`config.mk`:
```
export PLATFORM = sky130hd
export DESIGN_NAME = rom_loader
export DESIGN_NICKNAME = d
export VERILOG_FILES = /design/src/rtl/rom_loader_pkg.sv /design/src/rtl/rom_loader_timeout.sv /design/src/rtl/rom_loader.sv
export SDC_FILE = /design/constraint.sdc
export NUM_CORES = 1
export LEC_CHECK = 0
export ABC_AREA = 1
export CORE_UTILIZATION = 45
export DETAILED_ROUTE_END_ITERATION = 12
export HOLD_SLACK_MARGIN = 0.15
export PLACE_DENSITY = 0.66
export RECOVER_POWER = 100
export SLEW_MARGIN = 20
export SYNTH_ARGS = -nofsm -noshare
export SYNTH_HDL_FRONTEND = slang
export SYNTH_SLANG_ARGS = --single-unit
```
`constraint.sdc`:
```
create_clock -name clk -period 2.82 [get_ports clk]
set_clock_uncertainty 0.05 [all_clocks]
set_input_delay 0.564 -clock clk [delete_from_list [all_inputs] [get_ports clk]]
set_output_delay 0.564 -clock clk [all_outputs]
set_load 0.02 [all_outputs]
```
`src/rtl/rom_loader_pkg.sv`:
```
// rtl/rom_loader_pkg.sv - shared states, reset level and bus widths for the boot ROM loader
package rom_loader_pkg;

  localparam logic RST          = 1'b1;
  localparam int   MEM_ADDR_BUS = 32;
  localparam int   BYTE_BUS     = 8;

  typedef enum logic [2:0] {
    LD_IDLE = 3'd0,
    LD_LEN  = 3'd1,
    LD_DATA = 3'd2,
    LD_CSUM = 3'd3,
    LD_DONE = 3'd4,
    LD_ERR  = 3'd5
  } ld_state_t;

  // States in which the loader is consuming the frame
  function automatic logic ld_busy(ld_state_t s);
    return (s == LD_LEN) || (s == LD_DATA) || (s == LD_CSUM);
  endfunction

endpackage

```
`src/rtl/rom_loader_timeout.sv`:
```
// rtl/rom_loader_timeout.sv - inter-byte idle watchdog, reloaded on every accepted byte
module rom_loader_timeout
  import rom_loader_pkg::*;
#(
  parameter int TIMEOUT = 1_000_000
) (
  input  logic clk,
  input  logic rst,
  input  logic load,
  input  logic en,
  output logic expired
);

  // Counts remaining idle cycles; reaching zero means TIMEOUT idle cycles have been consumed
  localparam logic [31:0] RELOAD = 32'(TIMEOUT - 1);

  logic [31:0] remain;

  always_ff @(posedge clk) begin
    if (rst == RST) begin
      remain <= RELOAD;
    end else if (load) begin
      remain <= RELOAD;
    end else if (en && (remain != 32'd0)) begin
      remain <= remain - 32'd1;
    end
  end

  assign expired = (remain == 32'd0);

endmodule

```
`src/rtl/rom_loader.sv`:
```
// rtl/rom_loader.sv - framed byte-stream loader into instruction memory with length/checksum check
module rom_loader
  import rom_loader_pkg::*;
#(
  parameter int          MEM_SIZE  = 4096,
  parameter logic [31:0] BASE_ADDR = 32'h0000_0000,
  parameter int          TIMEOUT   = 1_000_000
) (
  input  logic                    clk,
  input  logic                    rst,
  input  logic                    start_i,
  input  logic [BYTE_BUS-1:0]     byte_i,
  input  logic                    byte_valid_i,
  output logic                    byte_ready_o,
  output logic                    we_o,
  output logic [MEM_ADDR_BUS-1:0] waddr_o,
  output logic [BYTE_BUS-1:0]     wdata_o,
  output logic                    cpu_hold_o,
  output logic                    done_o,
  output logic                    err_o,
  output logic [31:0]             len_o
);

  localparam logic [31:0] MEM_LIMIT = 32'(MEM_SIZE);

  ld_state_t                state, state_nxt;
  logic [31:0]              len_r;
  logic [31:0]              cnt;
  logic [BYTE_BUS-1:0]      sum;
  logic [1:0]               len_idx;
  logic                     we_r;
  logic [MEM_ADDR_BUS-1:0]  waddr_r;
  logic [BYTE_BUS-1:0]      wdata_r;
  logic [31:0]              len_shift;
  logic                     accept;
  logic                     begin_load;
  logic                     tmo_expired;

  assign accept     = byte_valid_i && byte_ready_o;
  assign begin_load = start_i && !ld_busy(state);
  assign len_shift  = {len_r[23:0], byte_i};

  // Handshake and status are decodes of the state register only
  assign byte_ready_o = ld_busy(state);
  assign cpu_hold_o   = ld_busy(state) || (state == LD_ERR);
  assign done_o       = (state == LD_DONE);
  assign err_o        = (state == LD_ERR);
  assign we_o         = we_r;
  assign waddr_o      = waddr_r;
  assign wdata_o      = wdata_r;
  assign len_o        = len_r;

  rom_loader_timeout #(
    .TIMEOUT (TIMEOUT)
  ) u_timeout (
    .clk     (clk),
    .rst     (rst),
    .load    (begin_load || accept),
    .en      (ld_busy(state)),
    .expired (tmo_expired)
  );

  always_ff @(posedge clk) begin
    if (rst == RST) begin
      state <= LD_IDLE;
    end else begin
      state <= state_nxt;
    end
  end

  always_comb begin
    state_nxt = state;
    case (state)
      LD_IDLE, LD_DONE, LD_ERR: begin
        if (start_i) state_nxt = LD_LEN;
      end
      LD_LEN: begin
        if (accept) begin
          if (len_idx == 2'd3) begin
            if (len_shift > MEM_LIMIT)      state_nxt = LD_ERR;
            else if (len_shift == 32'd0)    state_nxt = LD_CSUM;
            else                            state_nxt = LD_DATA;
          end
        end else if (tmo_expired) begin
          state_nxt = LD_ERR;
        end
      end
      LD_DATA: begin
        if (accept) begin
          if (cnt == len_r - 32'd1) state_nxt = LD_CSUM;
        end else if (tmo_expired) begin
          state_nxt = LD_ERR;
        end
      end
      LD_CSUM: begin
        if (accept) begin
          state_nxt = (byte_i == sum) ? LD_DONE : LD_ERR;
        end else if (tmo_expired) begin
          state_nxt = LD_ERR;
        end
      end
      default: state_nxt = LD_IDLE;
    endcase
  end

  always_ff @(posedge clk) begin
    if (rst == RST) begin
      len_r   <= 32'd0;
      cnt     <= 32'd0;
      sum     <= '0;
      len_idx <= 2'd0;
      we_r    <= 1'b0;
      waddr_r <= BASE_ADDR;
      wdata_r <= '0;
    end else begin
      we_r <= 1'b0;
      if (begin_load) begin
        len_r   <= 32'd0;
        cnt     <= 32'd0;
        sum     <= '0;
        len_idx <= 2'd0;
      end else if (accept) begin
        case (state)
          LD_LEN: begin
            len_r   <= len_shift;
            len_idx <= len_idx + 2'd1;
          end
          LD_DATA: begin
            we_r    <= 1'b1;
            waddr_r <= BASE_ADDR + cnt;
            wdata_r <= byte_i;
            cnt     <= cnt + 32'd1;
            sum     <= sum + byte_i;
          end
          default: ;
        endcase
      end
    end
  end

endmodule

```
==> results of run 1 <==
## sequential cells by signal (all words and copies together) (netlist names)
register	cells
wdata_o	8
cnt	32
sum	8
len_idx	2
len_o	32
u_timeout.remain	32
waddr_o	32
we_o	1
state	3
## layout by cell type (no fill, tap or decap), drive strengths merged
cell and instances:
a211oi 3, a21o 1, a21oi 109, and2 1, buf 24, bufinv 1
clkbuf 27, clkdlybuf4s50 11, clkinv 5, clkinvlp 4, dfxtp 150, dlygate4sd3 77
fa 1, ha 12, inv 163, nand2 175, nand3 65, nand3b 3
nand4 18, nor2 185, nor3 37, nor3b 4, nor4 14, o211ai 4
o21a 7, o21ai 117, o21bai 2, o221ai 2, or2 3, xnor2 11
xor2 42
## layout make-up
type,count,share of cell area [%]
multi-input combinational,816,42.7
clock inverter,10,1.02
inverter,163,6.33
tap,225,2.91
timing repair buffer,118,11.2
clock buffer,21,4.76
sequential,150,31.0
## logic make-up after synthesis
group,share of synthesized area (%)
AND/OR/NAND/NOR,28.3
AO/OA/AOI/OAI,16.3
buffers and inverters,9.26
flip-flops,38.1
XOR/XNOR,5.89
adder cells (fa/ha/maj),2.16
## per-layer routing
metal	GRT usage, %	vias up	wire length, microns
met5	0	-	0
met4	7.43	0	294
met3	5.33	26	1210
met2	39.5	178	9660
met1	35.0	3474	10700
li1	-	4007	-
## what timing repair did
item	4_1_cts	5_1_grt
resized for setup	0	4
setup buffers	0	0
setup endpoints to repair	0	3
## power by group
| part | switching [mW] | internal (mW) | leakage (nW) | total (mW) |
|---|---|---|---|---|
| Clock | 0.936 | 1.26 | 0.263 | 2.20 |
| Sequential | 0.0853 | 2.18 | 1.21 | 2.26 |
| Combinational | 0.934 | 0.499 | 2.89 | 1.43 |
## worst paths after layout
| kind | to | slack [ns] | cells past startpoint |
|---|---|---|---|
| max reg2reg | state[2] | 0.30 | 17 |
| max | byte_ready_o | 0.21 | 3 |
| min reg2reg | waddr_o[1] | 0.41 | 2 |
| min | waddr_o[1] | 0.41 | 2 |
## stage by stage
stage          total power [mW]  TNS, ns  cell area [sq um]  worst slack [ns]  cells
6_report                   5.89        0               9680             0.207   1503
5_1_grt                    6.21        0               9680            0.0323   1503
4_1_cts                    5.94        0               9760             0.166   1503
3_5_place_dp               3.76   -0.132               9200           -0.0819   1472
3_3_place_gp               3.75  -0.0601               9200           -0.0369   1472
2_1_floorplan              3.31        0               7890             0.659   1160
## worst register-to-register path: stages (launching register included)
cell     delay [ns]
dfxtp_1        0.34
inv_1          0.16
ha_2           0.26
nand2_2        0.11
nor2_4         0.22
nand2_1        0.17
o21ai_2        0.23
nand2_1        0.07
nand2_1        0.06
nand2_1        0.05
nor2_1         0.08
nand2_1        0.06
nor2_1         0.13
nand3_1        0.10
nand2_2        0.13
nand3_1        0.10
nand2_1        0.07
nor2_1         0.04
==> impl_metrics.py, run 1 <==
metrics = {
    "run_status": {
        "status": "finished, final reports clean",
    },
    "worst_setup_path": {
        "r2r-start": "len_o[1]",
        "critPathMaxFanout": 5,
        "cp_data_required_time_ns": 2.21,
        "crit_path_cell_trace": "inv_2, a21oi_1, dlygate4sd3_1",
        "cp_num_buf_inv": 2,
        "crit_start": "state[0]",
        "crit_family": "buffers and inverters",
        "start_kind": "flop",
        "crit_type": "flop to output port",
        "max_stage_delay_ns": 0.73,
        "critPathArrivalTime_ns": 2.00,
        "cp_slowest_cell": "dlygate4sd3_1",
        "endpoint_kind": "output port",
    },
    "logic_synthesis": {
        "synth_top_area_share_pct": 38.1,
        "syn_area_sq_um": 7890,
        "seq_area_frac_synth_pct": 38.1,
        "syn_area_per_cell_sq_um": 6.80,
        "synth_most_common_cell": "nor2_1",
        "synth_edf_count": 0,
        "ys_types": 41,
        "postSynthCellCount": 1160,
        "synth_common_cells": "nor2_1, nand2_1, inv_1",
        "synth_warnings": 0,
        "yosysTopAreaCell": "dfxtp_1",
        "synthArstFlopShare_pct": 0,
        "synth-seq-cells": 150,
        "synth.area.top_cells": "dfxtp_1, nor2_1, nand2_1",
        "synth_fp_nets": 1185,
        "synth_ff_type": "dfxtp_1",
    },
    "global_route": {
        "grt_pass1_wl_mm": 35.7,
        "antenna_found_initial": 0,
        "grt_pass1_vias": 7199,
        "grt_usage_pct": 25.3,
        "grt_max_degree": 87,
        "overflow": 0,
    },
    "drt": {
        "drtIter0Drc": 541,
        "route.vias.total": 7685,
        "via_per_inst": 5.11,
        "ant_nets": 0,
        "wl_per_cell_microns": 14.5,
        "wl_mm": 21.8,
        "first_pass_iters": 5,
        "drc": 0,
    },
    "layout": {
        "nets": 1291,
        "layout-drive-gt1-share_pct": 6.26,
        "syn_to_final_growth_pct": 22.7,
        "multi_input_area_sq_um": 4140,
        "seqCellArea_sq_um": 3000,
        "diodes": 0,
        "num-fill-cells": 1711,
        "fin_util_pct": 56.4,
    },
    "sta": {
        "relSlewSlack_pct": 34.6,
        "tightestPinTransition_ns": 0.981,
        "rsz0062_at_grt": "false",
        "max_freq_mhz": 383,
        "hold_violations": 0,
        "fin_hold_ws_ns": 0.415,
        "min_period_ns": 2.61,
        "setup_viol": 0,
        "slew_violations": 0,
        "finalCritPeriodShare_pct": 92.7,
    },
    "power": {
        "p_per_area_nw_per_um2": 608,
        "cellLeakagePower_nw": 4.37,
        "ir_worst_vdd_mv": 0.479,
    },
    "clock_network": {
        "clock_latency_ns": 0.44,
        "numCtsBuffers": 17,
        "cts.sinks": 150,
        "htreeDepth": 4,
        "cts_hold_buf": 0,
        "cts_root_buffer": "clkbuf_16",
        "tritoncts": "yes",
        "clkSlewWorstSetupHoldPaths_ns": 0.06,
        "cts_buffer_depth": 2,
    },
    "floorplanning": {
        "core_area_sq_um": 17200,
        "die_area_sq_um": 18100,
        "die_w_microns": 134,
        "die_h_microns": 134,
        "rows": 48,
        "io_pins": 89,
        "initial_core_util_pct": 45.9,
    },
    "placement": {
        "gp_congestion": 0.915,
        "port_buffers": 88,
        "hpwl_mm": 16.1,
    },
    "min_path": {
        "min_path_type": "flop to flop",
        "min_from": "waddr_o[1]",
    },
    "job": {
        "cap_violations": 0,
    },
}
Note: power is estimated with default switching activity, not from simulation.
==> run 2: changes to the inputs <==
- CTS_CLUSTER_DIAMETER: unset -> 50
==> results of run 2 <==
Final layout, timing and power as in run 1 (identical DEF).
==> run 3: changes to the inputs <==
- SLEW_MARGIN: 20 -> 40
==> results of run 3 <==
Final layout, timing and power as in run 1 (identical DEF).
